===== src/rtl/sseg_pkg.sv =====
// Shared types and constants for the seven-segment scan driver.
// Glyph table is active-high gfedcba; pin polarity is applied in the top.
package sseg_pkg;

    typedef logic [1:0] digit_idx_t;

    typedef enum logic {
        BLANK = 1'b0,
        DRIVE = 1'b1
    } scan_state_t;

    localparam logic [7:0] SEG_OFF = 8'h00;
    localparam logic [3:0] DIG_OFF = 4'h0;

    // Entry n holds the glyph for nibble n (F is the leftmost element).
    localparam logic [15:0][6:0] GLYPH = {
        7'h71, 7'h79, 7'h5E, 7'h39,
        7'h7C, 7'h77, 7'h6F, 7'h7F,
        7'h07, 7'h7D, 7'h6D, 7'h66,
        7'h4F, 7'h5B, 7'h06, 7'h3F
    };

endpackage


===== src/rtl/sseg_nibble_decode.sv =====
// Combinational hex nibble to seven-segment glyph lookup.
module sseg_nibble_decode
    import sseg_pkg::*;
(
    input  logic [3:0] nib_i,
    output logic [6:0] glyph_o
);

    assign glyph_o = GLYPH[nib_i];

endmodule


===== src/rtl/sseg_scan_driver.sv =====
// Four-digit multiplexed seven-segment driver with frame-aligned loads.
// Define SSEG_LZ_BLANK_EN to blank leading zero digits (digit 0 always shown).
module sseg_scan_driver
    import sseg_pkg::*;
#(
    parameter int CLK_FREQ       = 16_000_000,
    parameter int SCAN_HZ        = 2_000,
    parameter int BLANK_CYCLES   = 16,
    parameter int SEG_ACTIVE_LOW = 0,
    parameter int DIG_ACTIVE_LOW = 0
) (
    input  logic        CLK,
    input  logic        RST_N,
    input  logic [15:0] value,
    input  logic        value_valid,
    input  logic [3:0]  digit_en,
    input  logic [3:0]  dp,
    output logic [7:0]  seg,
    output logic [3:0]  dig,
    output logic        load_ack
);

    localparam int DIV = CLK_FREQ / SCAN_HZ;
    localparam int CW  = (DIV > 1) ? $clog2(DIV) : 1;
    localparam logic [CW-1:0] TC  = CW'(DIV - 1);
    localparam logic [CW-1:0] BLK = CW'(BLANK_CYCLES);
    localparam logic [7:0] SEG_INV = (SEG_ACTIVE_LOW != 0) ? 8'hFF : 8'h00;
    localparam logic [3:0] DIG_INV = (DIG_ACTIVE_LOW != 0) ? 4'hF : 4'h0;

    if (BLANK_CYCLES >= DIV) begin : g_bad_blank
        $error("sseg_scan_driver: BLANK_CYCLES must be less than DIV");
    end

    logic [CW-1:0] cnt_q, cnt_d;
    digit_idx_t    idx_q, idx_d;
    scan_state_t   state_q;
    logic [15:0]   shadow_q;
    logic [15:0]   pending_q;
    logic          pend_q;
    logic          ack_q;
    logic [7:0]    seg_q, seg_d;
    logic [3:0]    dig_q, dig_d;

    logic       tc;
    logic       wrap;
    logic [3:0] nib;
    logic [6:0] glyph;
    logic [6:0] seg7;

    assign tc   = (cnt_q == TC);
    assign wrap = tc && (idx_q == 2'd3);
    assign nib  = shadow_q[{idx_q, 2'b00} +: 4];

    sseg_nibble_decode u_dec (
        .nib_i   (nib),
        .glyph_o (glyph)
    );

`ifdef SSEG_LZ_BLANK_EN
    logic [3:0] lz;
    always_comb begin
        lz    = 4'b0000;
        lz[3] = (shadow_q[15:12] == 4'h0);
        lz[2] = lz[3] && (shadow_q[11:8] == 4'h0);
        lz[1] = lz[2] && (shadow_q[7:4] == 4'h0);
    end
    assign seg7 = lz[idx_q] ? 7'h00 : glyph;
`else
    assign seg7 = glyph;
`endif

    always_comb begin
        cnt_d = tc ? '0 : cnt_q + CW'(1);
        idx_d = tc ? idx_q + 2'd1 : idx_q;
        seg_d = {dp[idx_q], seg7};
        dig_d = DIG_OFF;
        if (state_q == DRIVE && digit_en[idx_q]) begin
            dig_d = 4'b0001 << idx_q;
        end
    end

    always_ff @(posedge CLK or negedge RST_N) begin
        if (!RST_N) begin
            cnt_q     <= '0;
            idx_q     <= '0;
            state_q   <= BLANK;
            shadow_q  <= '0;
            pending_q <= '0;
            pend_q    <= 1'b0;
            ack_q     <= 1'b0;
            seg_q     <= SEG_OFF ^ SEG_INV;
            dig_q     <= DIG_OFF ^ DIG_INV;
        end else begin
            cnt_q   <= cnt_d;
            idx_q   <= idx_d;
            state_q <= (cnt_d < BLK) ? BLANK : DRIVE;
            seg_q   <= seg_d ^ SEG_INV;
            dig_q   <= dig_d ^ DIG_INV;
            ack_q   <= 1'b0;
            // A strobe coinciding with the frame wrap skips the pending slot.
            if (wrap && (value_valid || pend_q)) begin
                shadow_q <= value_valid ? value : pending_q;
                pend_q   <= 1'b0;
                ack_q    <= 1'b1;
            end else if (value_valid) begin
                pending_q <= value;
                pend_q    <= 1'b1;
            end
        end
    end

    assign seg      = seg_q;
    assign dig      = dig_q;
    assign load_ack = ack_q;

endmodule


===== config.mk =====
export PLATFORM = sky130hd
export DESIGN_NAME = sseg_scan_driver
export DESIGN_NICKNAME = d
export VERILOG_FILES = /design/src/rtl/sseg_pkg.sv /design/src/rtl/sseg_nibble_decode.sv /design/src/rtl/sseg_scan_driver.sv
export SDC_FILE = /design/constraint.sdc
export NUM_CORES = 1
export LEC_CHECK = 0
export CORE_UTILIZATION = 30
export DETAILED_ROUTE_END_ITERATION = 8
export PLACE_DENSITY_LB_ADDON = 0.05
export SYNTH_ARGS = -nofsm -noshare
export SYNTH_HDL_FRONTEND = slang
export SYNTH_SLANG_ARGS = --single-unit

===== constraint.sdc =====
create_clock -name CLK -period 2.5 [get_ports CLK]
set_input_delay 0.5 -clock CLK [delete_from_list [all_inputs] [get_ports CLK]]
set_output_delay 0.5 -clock CLK [all_outputs]
set_load 0.05 [all_outputs]

==> summary.txt <==
Outcome
  • Status: finished clean

Timing
  • Fmax: 442 MHz
  • Setup TNS: 0 ns
  • Final period utilization: 0.904
  • Worst-Margin Slew: 0.511 ns
  • Final setup vio count: 0
  • Normalized max-slew margin: 0.658
  • Fin. max-slew vios: 0
  • Count of final hold-check violations: 0
  • Skew final: roughly 0.0088 ns
  • RSZ-0062 raised after global routing: no
  • Crit path time final: between 2 and 2.5 ns

Logic synthesis
  • Area of the mapped netlist: ~3100 sq um
  • Share of the yosys chip area belonging to registers: 0.506
  • Ys async rst share: 1.00
  • Syn nets: 290
  • Syn. warnings: 0
  • #FFs+latches synth: just over 60
  • Gate Count Post-Synth: 251
  • Synth Area per Inst: 12.2 sq um
  • Post-synth EDFFs: 0
  • Most common flop cell mapped by yosys: dfrtp_1
  • Top cell type's share of synthesized area: 0.506
  • Yosys cell types: 45
  • Dominant cells by area after synthesis: dfrtp_1, mux2i_1, mux4_2
  • Largest area contributor in the netlist: dfrtp_1

Setup path
  • CP Launch Point: cnt_q[0]
  • CP max stage delay: ~0.50 ns
  • CP Cell Sequence: ha_1 -> nand3_4 -> or2_4 -> or4_1 -> o2bb2ai_1 -> or4b_1
  • Max Fanout on Critical Path: 7
  • Flop-to-flop setup slack: 0.24 ns
  • Worst endpoint required time: 2.71 ns
  • Critical register-to-register path startpoint: cnt_q[0]
  • CP delay by family, top: simple AND/OR/NAND/NOR gates
  • CP max-delay cell: or4_1
  • Crit. End Element: flop
  • WP buf/inv: 0
  • CP startpoint kind: flop
  • CP arrival: between 2 and 2.5 ns
  • Setup CP Type: reg2reg

Route
  • Vias post-DR: slightly below 2000
  • Drt first pass iters: 4
  • Routed wire length per instance: approximately 14 um
  • Final WL: 6.05 mm
  • Via/cell ratio: 4.53
  • Post-route ant nets: 0
  • DRC Markers: 0
  • Initial drt markers: 61

Pwr
  • Maximum vdd drop: 0.000180 V
  • Leakage power total: 1.65 nW
  • P per Cell Area: between 500 and 600 nW/um^2
  • Total Power: 2.00 mW

Finish
  • Fill cell count: ~1000
  • Most frequent cells in the layout: dfrtp_1, clkdlybuf4s50_1, nand2_1
  • Most common cell after layout, fill and taps aside: dfrtp_1
  • Seq. cell area: ~1600 sq um
  • Multi-input gate area: 1420 sq um
  • N_diodes: 0
  • Final #Nets: ~340
  • Synth-to-layout area growth: 24.7%
  • Share of cells above drive strength 1: 0.172

GRT
  • Initial antenna violation count: 0
  • Vias in the first global route: 2018
  • First-pass GRT wire length: 10.2 mm
  • Gr usage total: 0.130
  • Pin count of the biggest net entering global routing: 63
  • GRT overflow: 0

Clock network
  • Skew-Pair Late Insertion Delay: between 0.3 and 0.4 ns
  • Post-cts resize count: 0
  • CTS sink count: 62
  • CTS Buf Count: 9
  • CTS tree: built
  • Number of setup buffers added after CTS: 0
  • Hold-fix buffers, CTS: 0
  • Root Driver: clkbuf_8
  • Clock Pin Slew Worst Setup and Hold Paths: roughly 0.070 ns
  • Clock Path Buffers: 2
  • CTS H-tree lvls: 3

Floorplanning
  • Die Wd: slightly above 100 um
  • Starting Density: 0.312
  • Die area: 10600 sq um
  • Site Rows: 36
  • CORE AREA: around 10000 sq um
  • Die H: 103 um
  • IO Pins: 40

Place
  • Hpwl dp: 4.08 mm
  • Routability cong.: 0.769
  • Input/output buffers: 39

Hold path
  • Type of the most critical hold path: in2async

Run
  • Number of max-cap violations: 0
-- final timing paths --
| kind | endpoint | cells past startpoint |
|---|---|---|
| max in group asynchronous | pending_q[3] | 2 |
| min in group CLK | shadow_q[11] | 2 |
| hold / removal | dig[3] | 2 |
| setup reg to reg | state_q | 6 |
| hold reg to reg | shadow_q[11] | 2 |
| setup / recovery | state_q | 6 |
-- power breakdown --
part           internal, mW  switching, mW
logic                0.0918         0.0642
registers              1.03         0.0129
clock network         0.407          0.389
total                  1.53          0.466
-- sequential cells by signal, indices dropped and copies added (netlist names) --
signal / flops
load_ack: 1
pending_q: 16
pend_q: 1
dig: 4
idx_q: 2
state_q: 1
seg: 8
shadow_q: 16
cnt_q: 13
-- synth_stat cells (4+ instances only) --
cell type / n
dfrtp_1: 62
clkbuf_1: 7
mux2_1: 6
a22oi_1: 4
nand2_1: 23
mux2_4: 10
xnor2_1: 8
mux4_2: 7
o21ai_0: 21
ha_1: 12
and3_1: 4
nor2_1: 14
nor2b_1: 4
inv_1: 9
nor3_1: 4
mux2i_1: 16
-- cells by family (layout without fill, tap and decap cells) --
kind of cell,after synthesis,in the layout,synth area share
AND/OR/NAND/NOR,69,69,0.130
flip-flops,62,62,0.506
multiplexers,41,41,0.182
AO/OA/AOI/OAI,35,35,0.0690
buffers and inverters,21,72,0.0323
adder cells (fa/ha/maj),12,12,0.0490
XOR/XNOR,11,11,0.0314
-- through the flow --
| step | hold slack, ns | area (sq um) | worst slack, ns | utilization | std cells |
|---|---|---|---|---|---|
| floorplan | 0.204 | 3060 | 0.313 | - | 251 |
| global placement | 0.462 | 3650 | 0.252 | 0.371 | 420 |
| detailed placement | 0.468 | 3650 | 0.223 | 0.371 | 420 |
| CTS | 0.178 | 3820 | 0.219 | 0.389 | 435 |
| global route | 0.162 | 3820 | 0.106 | 0.389 | 435 |
| finish | 0.142 | 3820 | 0.240 | 0.389 | 435 |
-- area by class of cell --
cell class	count	area share
clock buffer	12	0.0406
sequential	62	0.406
tap	133	0.0435
multi-input combinational	168	0.371
inverter	9	0.00884
timing repair buffer	48	0.125
clock inverter	3	0.00524
-- metal layers --
metal  wire length, um  GRT usage  up-vias  part of all wire
met5                 0          0        -                 0
met4               112     0.0618        0             0.019
met3               333     0.0359       10             0.055
met2              2520      0.185       44              0.42
met1              3080      0.182      943              0.51
li1                  -          -      972                 -
No activity file was read; power rests on OpenSTA's default activity.
